`src/rtl/uart_echo_sequencer_if.sv`:
```
// Port-mapped bus between the echo sequencer (master) and the UART register file (slave).
// The sequencer owns the address, the write data and both strobes; the UART returns read data.
interface uart_echo_sequencer_if;
    logic [7:0] port_id;
    logic [7:0] data_out;
    logic [7:0] data_in;
    logic       read_strobe;
    logic       write_strobe;

    modport master (
        output port_id,
        output data_out,
        output read_strobe,
        output write_strobe,
        input  data_in
    );

    modport slave (
        input  port_id,
        input  data_out,
        input  read_strobe,
        input  write_strobe,
        output data_in
    );
endinterface

```
`src/rtl/uart_echo_sequencer.sv`:
```
// Polls a UART status register, pulls received bytes into a small FIFO and echoes them back
// to the UART transmitter in order, using two-cycle (setup, strobe) bus accesses.
module uart_echo_sequencer #(
    parameter logic [7:0] STATUS_PORT  = 8'h00,
    parameter logic [7:0] DATA_PORT    = 8'h01,
    parameter int         RX_READY_BIT = 0,
    parameter int         TX_FULL_BIT  = 1,
    parameter int         DEPTH        = 4,
    parameter int         POLL_DIV     = 16
) (
    input  logic                         clk,
    input  logic                         reset,
    input  logic                         enable,
    input  logic                         interrupt,
    uart_echo_sequencer_if.master        bus,
    output logic                         busy,
    output logic [4:0]                   fifo_level,
    output logic [7:0]                   echo_count
);
    localparam int         PTR_W     = (DEPTH > 1) ? $clog2(DEPTH) : 1;
    localparam logic [7:0] POLL_LOAD = 8'(POLL_DIV - 1);
    localparam logic [4:0] DEPTH_L   = 5'(DEPTH);

    typedef enum logic [2:0] {
        IDLE, ST_SET, ST_STB, DEC, RX_SET, RX_STB, TX_SET, TX_STB
    } state_t;

    state_t           state_q, state_d;
    logic [7:0]       timer_q, timer_d;
    logic             rx_ready_q, rx_ready_d;
    logic             tx_full_q, tx_full_d;
    logic [7:0]       port_id_q, port_id_d;
    logic [7:0]       data_out_q, data_out_d;
    logic             read_strobe_q, read_strobe_d;
    logic             write_strobe_q, write_strobe_d;
    logic             busy_q, busy_d;
    logic [4:0]       level_q, level_d;
    logic [7:0]       echo_count_q, echo_count_d;
    logic [PTR_W-1:0] wr_ptr_q, wr_ptr_d;
    logic [PTR_W-1:0] rd_ptr_q, rd_ptr_d;
    logic [7:0]       mem_q [DEPTH];
    logic [7:0]       mem_d [DEPTH];
    logic             push;
    logic             pop;

    always_comb begin
        state_d      = state_q;
        rx_ready_d   = rx_ready_q;
        tx_full_d    = tx_full_q;
        echo_count_d = echo_count_q;
        push         = 1'b0;
        pop          = 1'b0;

        case (state_q)
            IDLE:    if (enable && (timer_q == 8'd0 || interrupt)) state_d = ST_SET;
            ST_SET:  state_d = ST_STB;
            ST_STB: begin
                rx_ready_d = bus.data_in[RX_READY_BIT];
                tx_full_d  = bus.data_in[TX_FULL_BIT];
                state_d    = DEC;
            end
            // Receive wins over transmit; a full FIFO leaves the byte waiting in the UART.
            DEC: begin
                if (rx_ready_q && level_q < DEPTH_L)       state_d = RX_SET;
                else if (level_q != 5'd0 && !tx_full_q)    state_d = TX_SET;
                else                                       state_d = IDLE;
            end
            RX_SET:  state_d = RX_STB;
            RX_STB: begin
                push    = 1'b1;
                state_d = enable ? ST_SET : IDLE;
            end
            TX_SET:  state_d = TX_STB;
            TX_STB: begin
                pop          = 1'b1;
                echo_count_d = echo_count_q + 8'd1;
                state_d      = enable ? ST_SET : IDLE;
            end
            default: state_d = IDLE;
        endcase

        // The poll timer restarts whenever IDLE is (re)entered and counts down while resting there.
        if (state_q == IDLE && state_d == IDLE) begin
            timer_d = (timer_q != 8'd0) ? timer_q - 8'd1 : 8'd0;
        end else begin
            timer_d = POLL_LOAD;
        end

        // Bus outputs are registered from the next state so they line up with the state itself.
        port_id_d  = port_id_q;
        data_out_d = data_out_q;
        case (state_d)
            ST_SET: port_id_d = STATUS_PORT;
            RX_SET: port_id_d = DATA_PORT;
            TX_SET: begin
                port_id_d  = DATA_PORT;
                data_out_d = mem_q[rd_ptr_q];
            end
            default: ;
        endcase
        read_strobe_d  = (state_d == ST_STB) || (state_d == RX_STB);
        write_strobe_d = (state_d == TX_STB);
        busy_d         = (state_d != IDLE);

        mem_d = mem_q;
        if (push) mem_d[wr_ptr_q] = bus.data_in;
        wr_ptr_d = push ? wr_ptr_q + PTR_W'(1) : wr_ptr_q;
        rd_ptr_d = pop  ? rd_ptr_q + PTR_W'(1) : rd_ptr_q;
        level_d  = level_q + 5'(push) - 5'(pop);
    end

    always_ff @(posedge clk) begin
        if (reset) begin
            state_q        <= IDLE;
            timer_q        <= POLL_LOAD;
            rx_ready_q     <= 1'b0;
            tx_full_q      <= 1'b0;
            port_id_q      <= 8'h00;
            data_out_q     <= 8'h00;
            read_strobe_q  <= 1'b0;
            write_strobe_q <= 1'b0;
            busy_q         <= 1'b0;
            level_q        <= 5'd0;
            echo_count_q   <= 8'h00;
            wr_ptr_q       <= '0;
            rd_ptr_q       <= '0;
        end else begin
            state_q        <= state_d;
            timer_q        <= timer_d;
            rx_ready_q     <= rx_ready_d;
            tx_full_q      <= tx_full_d;
            port_id_q      <= port_id_d;
            data_out_q     <= data_out_d;
            read_strobe_q  <= read_strobe_d;
            write_strobe_q <= write_strobe_d;
            busy_q         <= busy_d;
            level_q        <= level_d;
            echo_count_q   <= echo_count_d;
            wr_ptr_q       <= wr_ptr_d;
            rd_ptr_q       <= rd_ptr_d;
            mem_q          <= mem_d;
        end
    end

    assign bus.port_id      = port_id_q;
    assign bus.data_out     = data_out_q;
    assign bus.read_strobe  = read_strobe_q;
    assign bus.write_strobe = write_strobe_q;
    assign busy             = busy_q;
    assign fifo_level       = level_q;
    assign echo_count       = echo_count_q;
endmodule
```
`src/flat_wrapper.sv`:
```
// flat-port wrapper written by rule: the top's interface ports become plain ports
module uart_echo_sequencer_flat 
#(
    parameter logic [7:0] STATUS_PORT  = 8'h00,
    parameter logic [7:0] DATA_PORT    = 8'h01,
    parameter int         RX_READY_BIT = 0,
    parameter int         TX_FULL_BIT  = 1,
    parameter int         DEPTH        = 4,
    parameter int         POLL_DIV     = 16
)
  (clk, reset, enable, interrupt, busy, fifo_level, echo_count, bus_port_id, bus_data_out, bus_read_strobe, bus_write_strobe, bus_data_in);
  uart_echo_sequencer_if bus_i ();
  input  logic clk;
  input  logic reset;
  input  logic enable;
  input  logic interrupt;
  output logic busy;
  output logic [4:0] fifo_level;
  output logic [7:0] echo_count;
  output wire logic [$bits(bus_i.port_id)-1:0] bus_port_id;
  output wire logic [$bits(bus_i.data_out)-1:0] bus_data_out;
  output wire logic [$bits(bus_i.read_strobe)-1:0] bus_read_strobe;
  output wire logic [$bits(bus_i.write_strobe)-1:0] bus_write_strobe;
  input wire logic [$bits(bus_i.data_in)-1:0] bus_data_in;
  assign bus_port_id = bus_i.port_id;
  assign bus_data_out = bus_i.data_out;
  assign bus_read_strobe = bus_i.read_strobe;
  assign bus_write_strobe = bus_i.write_strobe;
  assign bus_i.data_in = bus_data_in;
  uart_echo_sequencer #(.STATUS_PORT(STATUS_PORT), .DATA_PORT(DATA_PORT), .RX_READY_BIT(RX_READY_BIT), .TX_FULL_BIT(TX_FULL_BIT), .DEPTH(DEPTH), .POLL_DIV(POLL_DIV)) u_core (.clk(clk), .reset(reset), .enable(enable), .interrupt(interrupt), .bus(bus_i), .busy(busy), .fifo_level(fifo_level), .echo_count(echo_count));
endmodule
```
`config.mk`:
```
export PLATFORM = sky130hd
export DESIGN_NAME = uart_echo_sequencer_flat
export DESIGN_NICKNAME = d
export VERILOG_FILES = /design/src/rtl/uart_echo_sequencer_if.sv /design/src/rtl/uart_echo_sequencer.sv /design/src/flat_wrapper.sv
export SDC_FILE = /design/constraint.sdc
export NUM_CORES = 1
export LEC_CHECK = 0
export CAP_MARGIN = 10
export CORE_ASPECT_RATIO = 1.5
export CORE_MARGIN = 2
export CORE_UTILIZATION = 58
export CTS_BUF_LIST = sky130_fd_sc_hd__clkbuf_4 sky130_fd_sc_hd__clkbuf_8 sky130_fd_sc_hd__clkbuf_16
export DETAILED_ROUTE_END_ITERATION = 10
export PLACE_DENSITY = 0.89
export RECOVER_POWER = 100
export SETUP_SLACK_MARGIN = 0.5
export SLEW_MARGIN = 10
export SYNTH_ARGS = -nofsm -noshare
export SYNTH_HDL_FRONTEND = slang
export SYNTH_SLANG_ARGS = --single-unit
```
`constraint.sdc`:
```
create_clock -name clk -period 7.21 [get_ports clk]
set_clock_uncertainty 0.2 [all_clocks]
set_input_delay 1.442 -clock clk [delete_from_list [all_inputs] [get_ports clk]]
set_output_delay 1.442 -clock clk [all_outputs]
set_load 0.02 [all_outputs]
```
==> results of run 1 <==
path summary, 6_finish.rpt:
path,startpoint,to,slack [ns]
worst max-delay path,reset,u_core.mem_q[3],3.19
worst min-delay path,u_core.rx_ready_q,u_core.rx_ready_q,0.28
worst max register to register,u_core.state_q[0],u_core.fifo_level[4],4.18
worst min register to register,u_core.rx_ready_q,u_core.rx_ready_q,0.28
flip-flops by register name, indices dropped and copies added (netlist names):
name	cells
u_core.bus.data_out	8
u_core.bus.port_id	1
u_core.bus.read_strobe	1
u_core.bus.write_strobe	1
u_core.busy	1
u_core.echo_count	8
u_core.fifo_level	5
u_core.mem_q	32
u_core.rd_ptr_q	2
u_core.rx_ready_q	1
u_core.state_q	3
u_core.timer_q	8
u_core.tx_full_q	1
u_core.wr_ptr_q	2
layout by cell type, fill, tap and decap left out, drive strengths merged, types with 4 or more instances in the layout:
cell          n
ha           13
mux4          8
dlygate4sd3  34
nand2        16
nor3          8
inv          18
nand3         4
conb          7
xor2          6
edfxtp       32
clkbuf       13
dfxtp        42
nor2         29
o21ai         9
nand2b        5
xnor2         8
and2          5
mux2i        10
a21oi        13
metal layers:
metal,GRT usage,routed length (µm),vias up
met5,0,0,-
met4,0.0957,91,0
met3,0.0472,246,7
met2,0.365,3020,56
met1,0.258,2320,1010
li1,-,-,1015
power by group:
| group | leakage [nW] | internal (mW) | switching [mW] | total, mW |
|---|---|---|---|---|
| clock network | 0.118 | 0.188 | 0.154 | 0.342 |
| registers | 0.627 | 0.440 | 0.00680 | 0.447 |
| logic | 0.655 | 0.0141 | 0.0208 | 0.0349 |
stage by stage:
step / worst slack, ns / hold WS [ns] / utilization
2_1_floorplan: 4.62 / 0.237 / -
3_3_place_gp: 4.00 / 0.249 / 0.665
3_5_place_dp: 3.92 / 0.253 / 0.665
4_1_cts: 4.09 / 0.280 / 0.706
5_1_grt: 3.04 / 0.301 / 0.705
6_report: 3.19 / 0.281 / 0.705
cells by family (layout without fill, tap and decap cells):
group	after synthesis	after routing
AND/OR/NAND/NOR	86	86
flip-flops	74	74
buffers and inverters	33	70
AO/OA/AOI/OAI	32	32
multiplexers	18	18
adder cells (fa/ha/maj)	14	14
XOR/XNOR	14	14
other	1	7
final cells by class:
| cell class | instances | area, µm² |
|---|---|---|
| Sequential cell | 74 | 1800 |
| Fill cell | 374 | 1590 |
| Multi-Input combinational cell | 171 | 1270 |
| Timing Repair Buffer | 37 | 364 |
| Clock buffer | 12 | 199 |
| Tap cell | 70 | 87.6 |
| Inverter | 17 | 63.8 |
| Clock inverter | 4 | 25.0 |
worst reg2reg max path, cell delays in order (launching register included):
cell and delay, ns:
dfxtp_1 0.66, nand3_1 0.29, clkinv_1 0.25, ha_1 0.27
inv_1 0.05, ha_1 0.16, inv_1 0.06, fa_1 0.40
nand2b_1 0.17, a21oi_1 0.16, or3_1 0.12, a21oi_1 0.06
cells in the mapped netlist (all sizes together) (2+ instances only):
cell type and number:
nand4 3, dfxtp 42, edfxtp 32, buf 9
or3 3, nor3 8, and2 5, nand3 4
nand3b 2, xor2 6, xnor2 8, nor4 3
nor2 29, mux2i 10, nand2b 5, o21a 2
mux4 8, nor3b 2, inv 16, nand2 16
a21oi 13, o21ai 9, clkbuf 7, ha 13
nor2b 2
==> results.json, run 1 <==
{
  "rsz0062_at_grt": "false",
  "async_flop_share": 0,
  "hp-class": "register to register",
  "synth_area_leaders": "edfxtp_1 (30%), dfxtp_1 (26%), mux4_2 (5.6%)",
  "timing.final.crit_share": 0.557,
  "grt.total_usage": 0.213,
  "p_leak_nw": 1.40,
  "overflow": 0,
  "ys_seq_area_frac": 0.562,
  "cts_hold_buf": 0,
  "violations": "capacitance limit, slew limit",
  "status": "finished, violations left",
  "clock.fmax_mhz": 249,
  "setup_tns_ns": 0,
  "path_depth": 4,
  "dp_hpwl_um": 4010,
  "numCtsBuffers": 9,
  "yosysTopAreaCell": "edfxtp_1",
  "crit_buf_inv": 2,
  "nNetsFinal": 336,
  "wl_per_cell_um": 14.7,
  "start_util": 0.592,
  "drc": 0,
  "core_um2": 5410,
  "grt_pass1_wl_um": 9780,
  "synth_top_area_frac": 0.300,
  "ys.flop_type": "dfxtp_1",
  "cts_setup_buffers": 0,
  "slew_headroom": -0.0935,
  "fp.dieW_um": 64.7,
  "vias_per_cell": 5.42,
  "routed_wl_um": 5680,
  "chipHeight_um": 95.0,
  "grt_pass1_vias": 2091,
  "synthAdderAreaFrac": 0.0570,
  "crit_family": "buffers and inverters",
  "placed_cells": 369,
  "fp-row-count": 33,
  "cts_buffer_depth": 2,
  "fin_cells": 385,
  "power_density_nw_per_um2": 216,
  "ys_ff_latch": 74,
  "numPortBuffers": 36,
  "fin_crit_ns": 4.02,
  "grt_max_degree": 37,
  "syn_to_final_growth_pct": 19.1,
  "critPathSlowestCell": "clkbuf_1",
  "crit_fanout": 36,
  "n_antenna_cell": 0,
  "cap_viol_max_count": 1,
  "yosysWarnings": 0,
  "end_kind": "register",
  "r2r_cells": 11,
  "total_power_mw": 0.824,
  "setup_viol": 0,
  "die_area_um2": 6150,
  "drive_gt1_frac": 0.0984,
  "yosysUniqueCellTypes": 44,
  "tritoncts": "done",
  "drt-initial-drc-count": 88,
  "worst_slew_pin_slew_ns": 1.64,
  "slew_violations": 37,
  "pin_count": 44,
  "peakVddDrop_v": 0.000154,
  "insertion_delay_ns": 0.34,
  "synth_area_per_cell_um2": 11.8,
  "holdPathStages": 2,
  "cp_cell_sequence": "dlygate4sd3_1 -> clkbuf_1 -> nor2_1 -> and2_0",
  "slowest_delay_ns": 1.17,
  "synth-edff-count": 32,
  "synth_compound_area_frac": 0.0609,
  "arrival_ns": 3.82,
  "antenna_found_initial": 0,
  "postRouteAntennaNets": 0,
  "cp_data_required_time_ns": 7.01,
  "syn_inst": 272,
  "design_area_um2": 3810,
  "hold_violations": 0,
  "synth_top_family_by_area": "simple AND/OR/NAND/NOR gates",
  "worstSetupPathType": "primary input to register",
  "routed-via-count": 2088,
  "post_cts_resized": 0,
  "first_pass_iters": 4,
  "synthMuxAreaShare": 0.0875,
  "clkSinkCount": 74,
  "start_kind": "primary input",
  "htreeDepth": 3,
  "dpl_cell_area_um2": 3590,
  "clock-root-buffer": "clkbuf_8",
  "synth_xor_area_frac": 0.0383,
  "clkTransAtPathRegs_ns": 0.07,
  "netlist_area_um2": 3200,
  "synthSimpleGateAreaFrac": 0.146,
  "routabilityCongestion": 0.769
}
Note: power is estimated with default switching activity, not from simulation.
==> inputs of run 2 (changes only) <==
Settings changed: CORE_UTILIZATION 58 to 49, PLACE_DENSITY 0.89 to 0.8.
Clock period 7.21 ns to 3.25 ns, I/O delays scaled along.
==> results.json, run 2 (synthesis gave the netlist of run 1 again) <==
{
  "status": "finished, final reports clean",
  "antenna_found_initial": 0,
  "n_antenna_cell": 0,
  "final_common_cell": "dfxtp_1",
  "vias_per_cell": 5.22,
  "chipHeight_um": 103,
  "clkTransAtPathRegs_ns": 0.07,
  "arrival_ns": 2.76,
  "p_seq_frac": 0.567,
  "rsz0062_at_grt": "false",
  "fin_cells": 397,
  "hp-class": "register to register",
  "drt-initial-drc-count": 90,
  "first_pass_iters": 4,
  "drc": 0,
  "pwr-share-comb": 0.052,
  "pwr-share-clk": 0.381,
  "grt_pass1_wl_um": 9490,
  "peakVddDrop_v": 0.000443,
  "cts_hold_buf": 0,
  "routed_wl_um": 5550,
  "p_leak_nw": 1.40,
  "timing.final.crit_share": 0.849,
  "setup_viol": 0,
  "switching_power_mw": 0.402,
  "start_kind": "register",
  "critPathSlowestCell": "dfxtp_1",
  "fp.dieW_um": 70.0,
  "worst_slew_pin_slew_ns": 1.32,
  "tritoncts": "done",
  "fin_crit_ns": 2.76,
  "end_kind": "register",
  "htreeDepth": 3,
  "final_cell_mix": "dfxtp_1 (42), dlygate4sd3_1 (34), edfxtp_1 (32), nor2_1 (29)",
  "slowest_delay_ns": 0.53,
  "dp_hpwl_um": 4080,
  "routabilityCongestion": 0.782,
  "overflow": 0,
  "slew_headroom": 0.114,
  "wl_per_cell_um": 14.0,
  "p_sw_frac": 0.232,
  "power.internal_mw": 1.33,
  "cts_buffer_depth": 2,
  "fp-row-count": 36,
  "grt.total_usage": 0.171,
  "grt_pass1_vias": 2070,
  "hold_violations": 0,
  "nNetsFinal": 342,
  "syn_to_final_growth_pct": 19.3,
  "clkSinkCount": 74,
  "cp_cell_sequence": "nand3_1 -> clkinvlp_2 -> ha_1 -> inv_1 -> ha_1 -> inv_1 -> fa_1 -> nand2b_1 -> a21oi_1 -> or3_1 -> a21oi_1",
  "crit_fanout": 12,
  "cp_data_required_time_ns": 3.25,
  "postRouteAntennaNets": 0,
  "worstSetupPathType": "register to register",
  "placed_cells": 378,
  "power_density_nw_per_um2": 454,
  "drive_gt1_frac": 0.115,
  "core_um2": 6400,
  "cap_viol_max_count": 0,
  "slew_violations": 0,
  "clock-root-buffer": "clkbuf_8",
  "top_register": "u_core.mem_q",
  "numCtsBuffers": 9,
  "clock.fmax_mhz": 363,
  "start_util": 0.501,
  "largest_reg_flops": 32,
  "die_area_um2": 7220,
  "routed-via-count": 2074,
  "pin_count": 44,
  "insertion_delay_ns": 0.34,
  "grt_max_degree": 23,
  "numPortBuffers": 36,
  "setup_tns_ns": 0
}
[run 2: changes by cell type in the layout (fill, tap and decap cells not counted), moves of 2 or more]
| cell | delta |
|---|---|
| clkinvlp_4 | +2 |
| clkbuf_16 | -3 |
| clkbuf_8 | +2 |
| buf_4 | +5 |
[run 2: area by class of cell]
| cell class | instances | area [µm²] |
|---|---|---|
| Fill cell | 534 | 2570 |
| Tap cell | 76 | 95.1 |
| Clock inverter | 5 | 37.5 |
| Clock buffer | 11 | 151 |
| Timing Repair Buffer | 43 | 405 |
| Sequential cell | 74 | 1800 |
| Multi-Input combinational cell | 171 | 1260 |
| Inverter | 17 | 65.1 |
[run 2: final timing paths]
| path | start | to | slack [ns] | cells past startpoint |
|---|---|---|---|---|
| hold / removal | u_core.rx_ready_q | u_core.rx_ready_q | 0.28 | 2 |
| setup / recovery | u_core.state_q[2] | u_core.fifo_level[4] | 0.49 | 11 |
| hold reg to reg | u_core.rx_ready_q | u_core.rx_ready_q | 0.28 | 2 |
| setup reg to reg | u_core.state_q[2] | u_core.fifo_level[4] | 0.49 | 11 |
[run 2: through the flow]
step,cell area (µm²),setup slack [ns],hold slack [ns],power (mW),util
2_1_floorplan,3230,0.809,0.237,1.07,-
3_3_place_gp,3620,0.596,0.249,1.10,0.567
3_5_place_dp,3620,0.554,0.269,1.10,0.567
4_1_cts,3810,0.551,0.288,1.76,0.596
5_1_grt,3820,0.271,0.320,1.80,0.597
6_report,3820,0.492,0.281,1.74,0.597
[run 2: critical path, delay by kind of cell, from the launching register on]
kind | cells | cell delay, ns
fa+ha+maj | 3 | 0.79
buf+inv | 3 | 0.36
flops | 1 | 0.53
compound gates | 2 | 0.21
simple gates | 3 | 0.52
[run 2: layer usage]
metal  share of wire  wire (µm)  GRT usage
met2            0.56       3120      0.317
met3           0.028        155     0.0313
met4           0.019        107     0.0784
met1            0.39       2170      0.189
met5               0          0          0
[run 2: power groups by stage]
| stage | logic [mW] | registers (mW) | clock network [mW] |
|---|---|---|---|
| final | 0.0904 | 0.983 | 0.661 |
| after floorplan | 0.0576 | 1.01 | 0 |
| after detailed placement | 0.0955 | 1.01 | 0 |
| after CTS | 0.0962 | 0.984 | 0.676 |
| after global placement | 0.0920 | 1.00 | 0 |
| after global routing | 0.104 | 0.985 | 0.707 |
[run 2: repair_timing]
item | in CTS | in global routing
gates resized for setup | 0 | 2
endpoints found under the setup margin | 0 | 1
setup buffers | 0 | 3
